$ cat config.mk
export PLATFORM = sky130hd
export DESIGN_NAME = program_mem_flat
export DESIGN_NICKNAME = d
export VERILOG_FILES = /design/src/rtl/program_mem_if.sv /design/src/rtl/program_mem.sv /design/src/flat_wrapper.sv
export SDC_FILE = /design/constraint.sdc
export NUM_CORES = 1
export LEC_CHECK = 0
export CORE_MARGIN = 2
export CORE_UTILIZATION = 65
export CTS_CLUSTER_SIZE = 12
export DETAILED_ROUTE_END_ITERATION = 7
export PLACE_DENSITY = 0.88
export SLEW_MARGIN = 20
export SYNTH_ARGS = -nofsm -noshare
export SYNTH_HDL_FRONTEND = slang
export SYNTH_SLANG_ARGS = --single-unit
$ cat constraint.sdc
create_clock -name i_clk -period 6.6 [get_ports i_clk]
set_input_delay 0.66 -clock i_clk [delete_from_list [all_inputs] [get_ports i_clk]]
set_output_delay 0.66 -clock i_clk [all_outputs]
set_load 0.005 [all_outputs]
$ cat src/rtl/program_mem_if.sv
// Fetch and loader signal bundle for program_mem.
// Signal names are given from the memory's point of view: i_* flow into it, o_* flow out of it.
interface program_mem_if #(
  parameter int unsigned INSTR_W = 18,
  parameter int unsigned ADDR_W  = 16,
  parameter int unsigned DEPTH   = 64
);
  localparam int unsigned LEN_W = $clog2(DEPTH + 1);

  // Fetch port
  logic               i_fetch;
  logic [ADDR_W-1:0]  i_addr;
  logic [INSTR_W-1:0] o_instr;
  logic               o_valid;
  logic               o_oob;

  // Streaming loader port
  logic               i_ld_start;
  logic               i_ld_valid;
  logic [INSTR_W-1:0] i_ld_data;
  logic               i_ld_last;
  logic               o_ld_ready;

  // Program status
  logic               o_loaded;
  logic [LEN_W-1:0]   o_len;

  // Fetch unit / loader side
  modport master (
    output i_fetch, i_addr, i_ld_start, i_ld_valid, i_ld_data, i_ld_last,
    input  o_instr, o_valid, o_oob, o_ld_ready, o_loaded, o_len
  );

  // Memory side
  modport slave (
    input  i_fetch, i_addr, i_ld_start, i_ld_valid, i_ld_data, i_ld_last,
    output o_instr, o_valid, o_oob, o_ld_ready, o_loaded, o_len
  );
endinterface

$ cat src/rtl/program_mem.sv
// Loadable synchronous program memory for the CPU fetch stage.
// A streaming loader fills words from address 0 upward; fetches at or beyond the loaded
// length return NOP with o_oob set. Reads are registered with one cycle of latency.
module program_mem #(
  parameter int unsigned        INSTR_W = 18,
  parameter int unsigned        ADDR_W  = 16,
  parameter int unsigned        DEPTH   = 64,
  parameter logic [INSTR_W-1:0] NOP     = '0
) (
  input logic           i_clk,
  input logic           i_rst_n,
  program_mem_if.slave  bus
);

  localparam int unsigned LEN_W = $clog2(DEPTH + 1);
  localparam int unsigned IDX_W = (DEPTH > 1) ? $clog2(DEPTH) : 1;
  localparam int unsigned CMP_W = (ADDR_W > LEN_W) ? ADDR_W : LEN_W;

  typedef enum logic [1:0] {
    StIdle,
    StLoad,
    StReady
  } state_e;

  state_e             state_q, state_d;
  // Doubles as the write pointer while loading: both start at 0 and advance together.
  logic [LEN_W-1:0]   len_q, len_d;
  logic               loaded_q, loaded_d;

  logic [INSTR_W-1:0] mem [DEPTH];
  logic [INSTR_W-1:0] rd_q;
  logic               nop_sel_q;
  logic               valid_q;
  logic               oob_q;

  logic               ld_ready;
  logic               beat_acc;
  logic               fetch_served;
  logic               fetch_oob;
  logic               at_last_word;
  logic [IDX_W-1:0]   waddr;
  logic [IDX_W-1:0]   raddr;

  // Handshake and fetch qualification
  always_comb begin
    ld_ready     = (state_q == StLoad) && (len_q < LEN_W'(DEPTH));
    // A start in the same cycle restarts the load and drops the beat.
    beat_acc     = ld_ready && bus.i_ld_valid && !bus.i_ld_start;
    // Fetches are ignored while loading and lose to a simultaneous start.
    fetch_served = bus.i_fetch && (state_q != StLoad) && !bus.i_ld_start;
    // Full-width zero-extended compare; nothing wraps into the array.
    fetch_oob    = (state_q == StIdle) || (CMP_W'(bus.i_addr) >= CMP_W'(len_q));
    at_last_word = (len_q == LEN_W'(DEPTH - 1));
    waddr        = len_q[IDX_W-1:0];
    raddr        = bus.i_addr[IDX_W-1:0];
  end

  // Next-state logic for the load controller
  always_comb begin
    state_d  = state_q;
    len_d    = len_q;
    loaded_d = loaded_q;
    unique case (state_q)
      StIdle: begin
        if (bus.i_ld_start) begin
          state_d  = StLoad;
          len_d    = '0;
          loaded_d = 1'b0;
        end
      end
      StLoad: begin
        if (bus.i_ld_start) begin
          len_d = '0;
        end else if (beat_acc) begin
          len_d = len_q + LEN_W'(1);
          // Filling the final word ends the load even without a last marker.
          if (bus.i_ld_last || at_last_word) begin
            state_d  = StReady;
            loaded_d = 1'b1;
          end
        end
      end
      StReady: begin
        if (bus.i_ld_start) begin
          state_d  = StLoad;
          len_d    = '0;
          loaded_d = 1'b0;
        end
      end
      default: begin
        state_d = StIdle;
      end
    endcase
  end

  // Controller state registers with synchronous active-low reset
  always_ff @(posedge i_clk) begin
    if (!i_rst_n) begin
      state_q  <= StIdle;
      len_q    <= '0;
      loaded_q <= 1'b0;
    end else begin
      state_q  <= state_d;
      len_q    <= len_d;
      loaded_q <= loaded_d;
    end
  end

  // Single-write-port RAM with registered read; contents survive reset
  always_ff @(posedge i_clk) begin
    if (beat_acc) begin
      mem[waddr] <= bus.i_ld_data;
    end
    // Only in-bounds reads touch the array, so raddr is always a valid index here.
    if (fetch_served && !fetch_oob) begin
      rd_q <= mem[raddr];
    end
  end

  // Fetch result flags; all hold their value between served fetches
  always_ff @(posedge i_clk) begin
    if (!i_rst_n) begin
      valid_q   <= 1'b0;
      oob_q     <= 1'b0;
      nop_sel_q <= 1'b1;
    end else begin
      valid_q <= fetch_served;
      if (fetch_served) begin
        oob_q     <= fetch_oob;
        nop_sel_q <= fetch_oob;
      end
    end
  end

  // Output mux sits after registers only, so i_addr never reaches o_instr combinationally.
  always_comb begin
    bus.o_instr    = nop_sel_q ? NOP : rd_q;
    bus.o_valid    = valid_q;
    bus.o_oob      = oob_q;
    bus.o_ld_ready = ld_ready;
    bus.o_loaded   = loaded_q;
    bus.o_len      = len_q;
  end

endmodule

$ cat src/flat_wrapper.sv
// flat-port wrapper written by rule: the top's interface ports become plain ports
module program_mem_flat 
#(
  parameter int unsigned        INSTR_W = 18,
  parameter int unsigned        ADDR_W  = 16,
  parameter int unsigned        DEPTH   = 64,
  parameter logic [INSTR_W-1:0] NOP     = '0
)
  (i_clk, i_rst_n, bus_i_fetch, bus_i_addr, bus_i_ld_start, bus_i_ld_valid, bus_i_ld_data, bus_i_ld_last, bus_o_instr, bus_o_valid, bus_o_oob, bus_o_ld_ready, bus_o_loaded, bus_o_len);
  program_mem_if #(.INSTR_W(INSTR_W), .ADDR_W(ADDR_W), .DEPTH(DEPTH)) bus_i ();
  input logic i_clk;
  input logic i_rst_n;
  input wire logic [$bits(bus_i.i_fetch)-1:0] bus_i_fetch;
  input wire logic [$bits(bus_i.i_addr)-1:0] bus_i_addr;
  input wire logic [$bits(bus_i.i_ld_start)-1:0] bus_i_ld_start;
  input wire logic [$bits(bus_i.i_ld_valid)-1:0] bus_i_ld_valid;
  input wire logic [$bits(bus_i.i_ld_data)-1:0] bus_i_ld_data;
  input wire logic [$bits(bus_i.i_ld_last)-1:0] bus_i_ld_last;
  output wire logic [$bits(bus_i.o_instr)-1:0] bus_o_instr;
  output wire logic [$bits(bus_i.o_valid)-1:0] bus_o_valid;
  output wire logic [$bits(bus_i.o_oob)-1:0] bus_o_oob;
  output wire logic [$bits(bus_i.o_ld_ready)-1:0] bus_o_ld_ready;
  output wire logic [$bits(bus_i.o_loaded)-1:0] bus_o_loaded;
  output wire logic [$bits(bus_i.o_len)-1:0] bus_o_len;
  assign bus_i.i_fetch = bus_i_fetch;
  assign bus_i.i_addr = bus_i_addr;
  assign bus_i.i_ld_start = bus_i_ld_start;
  assign bus_i.i_ld_valid = bus_i_ld_valid;
  assign bus_i.i_ld_data = bus_i_ld_data;
  assign bus_i.i_ld_last = bus_i_ld_last;
  assign bus_o_instr = bus_i.o_instr;
  assign bus_o_valid = bus_i.o_valid;
  assign bus_o_oob = bus_i.o_oob;
  assign bus_o_ld_ready = bus_i.o_ld_ready;
  assign bus_o_loaded = bus_i.o_loaded;
  assign bus_o_len = bus_i.o_len;
  program_mem #(.INSTR_W(INSTR_W), .ADDR_W(ADDR_W), .DEPTH(DEPTH), .NOP(NOP)) u_core (.i_clk(i_clk), .i_rst_n(i_rst_n), .bus(bus_i));
endmodule
After elaboration in Yosys (flattened, before gate mapping)
Memories as Yosys holds them, arrays and structs flattened. A register that Yosys moved wholly into a read port is not among the register bits.
Index checks and enable logic that the tools add are counted.
Widths: inputs -> output; s select.
{"block": "word_totals", "reg_bits": 13, "out_inout_bits": 29, "n_memories": 1, "input_bits": 40, "ramBits": 1152}
{"name": "u_core.mem", "words": 64, "word_bits": 18, "rd": 1, "rd_clocked_by_memory_dff": 1, "wr": 1, "line": "program_mem.sv:30", "text": "logic [INSTR_W-1:0] mem [DEPTH];"}
{"block": "classes", "n_addsub": 1, "n_reduce_logical": 16, "n_mux": 17, "n_eq_ne": 9, "magnitude_cmp": 2}
{"op": "$mux 7", "n": 3}
{"op": "$mux 18", "n": 1}
{"op": "$ge 16x7->1", "n": 1}
{"op": "$pmux 7 s2", "n": 1}
{"op": "$mux 2", "n": 4}
{"op": "$add 7x1->7 const B", "n": 1}
{"op": "$eq 7x6->1 const B", "n": 1}
{"op": "$lt 7x7->1 const B", "n": 1}
{"op": "$logic_and 1x1->1", "n": 6}
{"op": "$mux 1", "n": 6}
{"op": "$ne 2x1->1 const B", "n": 3}
{"op": "$reduce_and 5->1", "n": 1}
{"op": "$ne 2x2->1 const B", "n": 2}
{"op": "$pmux 2 s2", "n": 1}
{"op": "$reduce_and 4->1", "n": 1}
{"op": "$ne 3x2->1 const B", "n": 1}
{"op": "$reduce_and 3->1", "n": 1}
{"op": "$eq 2x1->1 const B", "n": 1}
{"op": "$eq 2x2->1 const B", "n": 1}
{"op": "$logic_not 1->1", "n": 2}
{"op": "$logic_not 2->1", "n": 1}
{"op": "$logic_or 1x1->1", "n": 2}
{"op": "$pmux 1 s2", "n": 1}
{"op": "$reduce_bool 2->1", "n": 1}
{"op": "$reduce_or 2->1", "n": 1}

Longest topological paths before layout
{"block": "depth", "word_depth": 7, "depth_mapped": 12, "mapped_depth_nobuf": 8}

Worst setup path before layout
Ideal clock, no wire load.
{"block": "synth_timing", "kind": "input to register", "startpoint": "input bus_i_addr[0]", "endpoint": "register u_core.rd_q[0], read port of u_core.mem (enable)", "stages": 12, "slack_ns": 2.813, "arrival_time_ns": 3.388, "setup_ns": 0.399, "required_ns": 6.201, "cell_sequence": "buf_6 buf_8 buf_4 buf_4 inv_1 ha_1 nand2b_1 a21o_1 a21oi_1 o21ai_0 a21o_1 a21oi_1"}
{"block": "synth_via", "elab_chain_len": 4}
{"element": "start: declaration", "line": "flat_wrapper.sv:14", "text": "input wire logic [$bits(bus_i.i_addr)-1:0] bus_i_addr;"}
{"element": "$ge 16x7->1", "line": "program_mem.sv:52", "text": "fetch_oob = (state_q == StIdle) || (CMP_W'(bus.i_addr) >= CMP_W'(len_q));"}
{"element": "$logic_or 1x1->1", "line": "program_mem.sv:52"}
{"element": "$logic_not 1->1", "line": "program_mem.sv:115", "text": "if (fetch_served && !fetch_oob) begin"}
{"element": "$logic_and 1x1->1", "line": "program_mem.sv:115"}
{"element": "end: declaration", "line": "program_mem.sv:31", "text": "logic [INSTR_W-1:0] rd_q;"}
Parallel ways exist; a longest one is shown, timed or not.
A chain may end at the register's enable or synchronous reset.

Worst setup path after layout
{"block": "layout_timing", "startpoint": "register u_core.state_q[0]", "endpoint": "memory u_core.mem[1][13] (enable)"}
{"block": "layout_via", "elab_chain_len": 6}
{"element": "start: declaration", "line": "program_mem.sv:25", "text": "state_e state_q, state_d;"}
{"element": "start signal: assignment", "line": "program_mem.sv:99", "text": "state_q <= StIdle;"}
{"element": "start signal: assignment", "line": "program_mem.sv:103", "text": "state_q <= state_d;"}
{"element": "$eq 2x1->1", "line": "program_mem.sv:46", "text": "ld_ready = (state_q == StLoad) && (len_q < LEN_W'(DEPTH));"}
{"element": "$logic_and 1x1->1", "line": "program_mem.sv:46"}
{"element": "$logic_and 1x1->1 (2 in a row)", "line": "program_mem.sv:48", "text": "beat_acc = ld_ready && bus.i_ld_valid && !bus.i_ld_start;"}
{"element": "$mux 1", "line": "program_mem.sv:111", "text": "if (beat_acc) begin"}
{"element": "$mux 1 (not written as such)", "line": "program_mem.sv:112", "text": "mem[waddr] <= bus.i_ld_data;"}
{"element": "end: declaration", "line": "program_mem.sv:30"}
No other way between the ends.

==> metrics.yaml <==
sta:
  slew_viol_final: 0
  hold_viol_final: 0
  max_freq_mhz: 256
  whs_ns: 0.495
  fin_crit_sh_pct: 59.3
  min_period_ns: 3.91
  slew_headroom_pct: 13.5
  worst_pin_slew_ns: 1.30
  setup_viol: 0
  rsz0062_at_grt: "no"
  setup-tns-final_ns: 0
  final.setup_skew_ns: 0.0320
cells_and_area:
  mostFrequentLayoutCell: "edfxtp_1"
  fillerInstances: 3521
  multi_input_area_um2: 9490
  area.sequential_um2: 35400
  final_cell_mix: "edfxtp_1, mux4_2, clkbuf_16"
  drive_above_1_share_pct: 23.9
  area_growth_pct: 11.3
  fin_nets: 2239
grt:
  grt_antenna_before_repair: 3
  grt_pass1_vias: 23700
  grt_max_degree: 83
  track_usage_pct: 34.2
  grt-ovfl-total: 0
  grt_pass1_wl_um: 170000
clock_tree:
  clockRootBuffer: "clkbuf_16"
  cts_sinks: 1183
  cts_tree: "yes"
  htreeDepth: 3
  hold_buffers: 0
  post-cts-setup-buffers: 0
  clk_latency_ns: 0.69
  cts.repair.resized: 0
  clk_pin_slew_worst_paths_ns: 0.06
  clockBufferDepth: 3
  cts_buffers: 113
worst_setup_path:
  r2r_cells: 6
  regToRegEndpoint: "u_core.mem[1][13]$_DFFE_PP_"
  path_class: "flop to flop"
  cp.required_ns: 6.98
  worst_ep_arrival_time_ns: 4.30
  end_kind: "flop"
  startpoint_type: "flop"
  rrSetupSlack_ns: 2.69
  crit_start: "u_core.state_q[0]$_SDFFE_PN0N_"
  rr_startpoint: "u_core.state_q[0]$_SDFFE_PN0N_"
  cp_max_fo: 11
placement:
  io_buffers: 68
  globalplace.congestion: 0.886
  hpwl_um: 63700
die:
  fp.coreArea_um2: 68900
  ios: 69
  die_y_um: 268
  row_count: 96
  die_w_um: 268
  die_area_um2: 72000
  start_util_pct: 65.9
detailed_routing:
  dr.pass1.iters: 6
  drtIter0Drc: 3960
  wl_per_cell_um: 37.6
  drc: 0
  vias: 23700
  drt.antenna.violating_nets: 0
  wl_met2_um: 59400
  wl_met3_um: 14400
  avgViaCountPerCell: 7.46
  routed_wl_um: 120000
  wl_met1_um: 38600
  dr.max_layer_used: "met5"
logic_synthesis:
  async_reset_ff_share_pct: 0
  yosys_warnings: 0
  synth_compound_area_share_pct: 2.70
  synth-main-ff-cell: "edfxtp_1"
  synth-simple-area-share_pct: 2.54
  synthCells: 2028
  synth.avg_cell_area_um2: 22.4
  synth-seq-area-share_pct: 77.9
  synth_xor_xnor_area_share_pct: 0.0964
  synthMuxAreaShare_pct: 15.1
  syn_area_um2: 45400
  synth_top_cell_area_share_pct: 77.3
  synth_edf_count: 1170
  synth_top_family_by_area: "multiplexers"
  post-synth-top-area-cell: "edfxtp_1"
  synth_fa_ha_area_share_pct: 0.220
  synthTopCellsByArea: "edfxtp_1, mux4_2, mux4_1"
  synth_fp_nets: 2076
  synth.ff_latch_count: 1183
  synth_cell_types: 47
power:
  pwr_density_cell_nw_per_um2: 294
  leakage_nw: 15.7
  ir_drop_uv: 265
status:
  outcome: "completed"
min_path:
  whs_path_depth: 2
  hp-class: "flop to flop"
  hp-start: "u_core.bus.o_loaded$_SDFFE_PN0P_"
  hold_path_end: "u_core.bus.o_loaded$_SDFFE_PN0P_"
flow_run:
  max_cap_viol_count: 0
-- report_power, final --
part	switching (W)	internal, W	leakage (nW)
clock	0.00266	0.00325	1.56
sequential	0.00000449	0.00826	10.6
combinational	0.000455	0.000247	3.48
-- worst max-delay path by stage --
| stage | depth (start not counted) | slack [ns] | to |
|---|---|---|---|
| detailed placement | 7 | 2.43 | u_core.rd_q[1]$_DFFE_PP_ |
| floorplan | 12 | 2.81 | u_core.rd_q[0]$_DFFE_PP_ |
| global placement | 7 | 2.52 | u_core.rd_q[1]$_DFFE_PP_ |
| finish | 6 | 2.69 | u_core.mem[1][13]$_DFFE_PP_ |
| global route | 6 | 2.68 | u_core.mem[1][16]$_DFFE_PP_ |
| CTS | 6 | 2.97 | u_core.mem[1][13]$_DFFE_PP_ |
-- registers in the layout, summed over array words and instances (netlist names) --
register and flops:
u_core.rd_q 18, u_core.bus.o_len 7, u_core.bus.o_loaded 1, u_core.state_q 2, u_core.bus.o_valid 1, u_core.mem 1152
u_core.bus.o_oob 1, u_core.nop_sel_q 1
-- layer usage --
layer	up-vias	GRT usage [%]
met1	12100	44.8
li1	8890	-
met2	2315	55.8
met5	-	0
met3	438	7.44
met4	2	16.3
-- stage by stage --
stage                     std cells  cell area [um^2]  power [W]  setup WS, ns  utilization, %
after floorplan                2028             45400    0.00880          2.81               -
after global placement         3007             47300    0.00906          2.52            68.6
after detailed placement       3007             47300    0.00909          2.43            68.6
after CTS                      3179             50500     0.0149          2.97            73.2
after global routing           3179             50600     0.0151          2.68            73.3
final                          3181             50600     0.0149          2.69            73.3
-- logic make-up after synthesis --
kind of cell               count (synthesis)
and+or+nand+nor                          248
xor gates and xnor gates                   5
adders and majority gates                  8
muxes                                    305
AOI/OAI and AO/OA                        168
DFF                                     1183
buffers and inverters                    111
-- synth_stat cells (10+ instances only) --
library cell,instances
nor3_1,16
edfxtp_1,1170
mux4_1,17
buf_1,10
mux4_2,283
clkbuf_1,48
nor2_1,113
o22ai_1,28
nor2b_1,39
buf_2,22
nand2_1,39
a22o_1,18
o21ai_0,25
a21oi_1,11
dfxtp_1,13
a22oi_1,30
-- layout make-up --
type | instances | area share [%]
clock inverters | 18 | 0.371
diodes | 2 | 0.00990
clock buffers | 154 | 6.00
well taps | 931 | 2.30
repair buffers | 152 | 2.51
inverters | 7 | 0.0520
flip-flops and latches | 1183 | 70.0
multi-input cells | 734 | 18.8
-- critical path, cell delays in order, from the launching register on --
cell and delay (ns):
dfxtp_1 0.44, nand2b_1 0.11, nor4b_1 0.81, and2_1 0.33, nand2_1 0.51, nor2_1 1.06, buf_4 0.34
(Power assumes the default switching activity.)
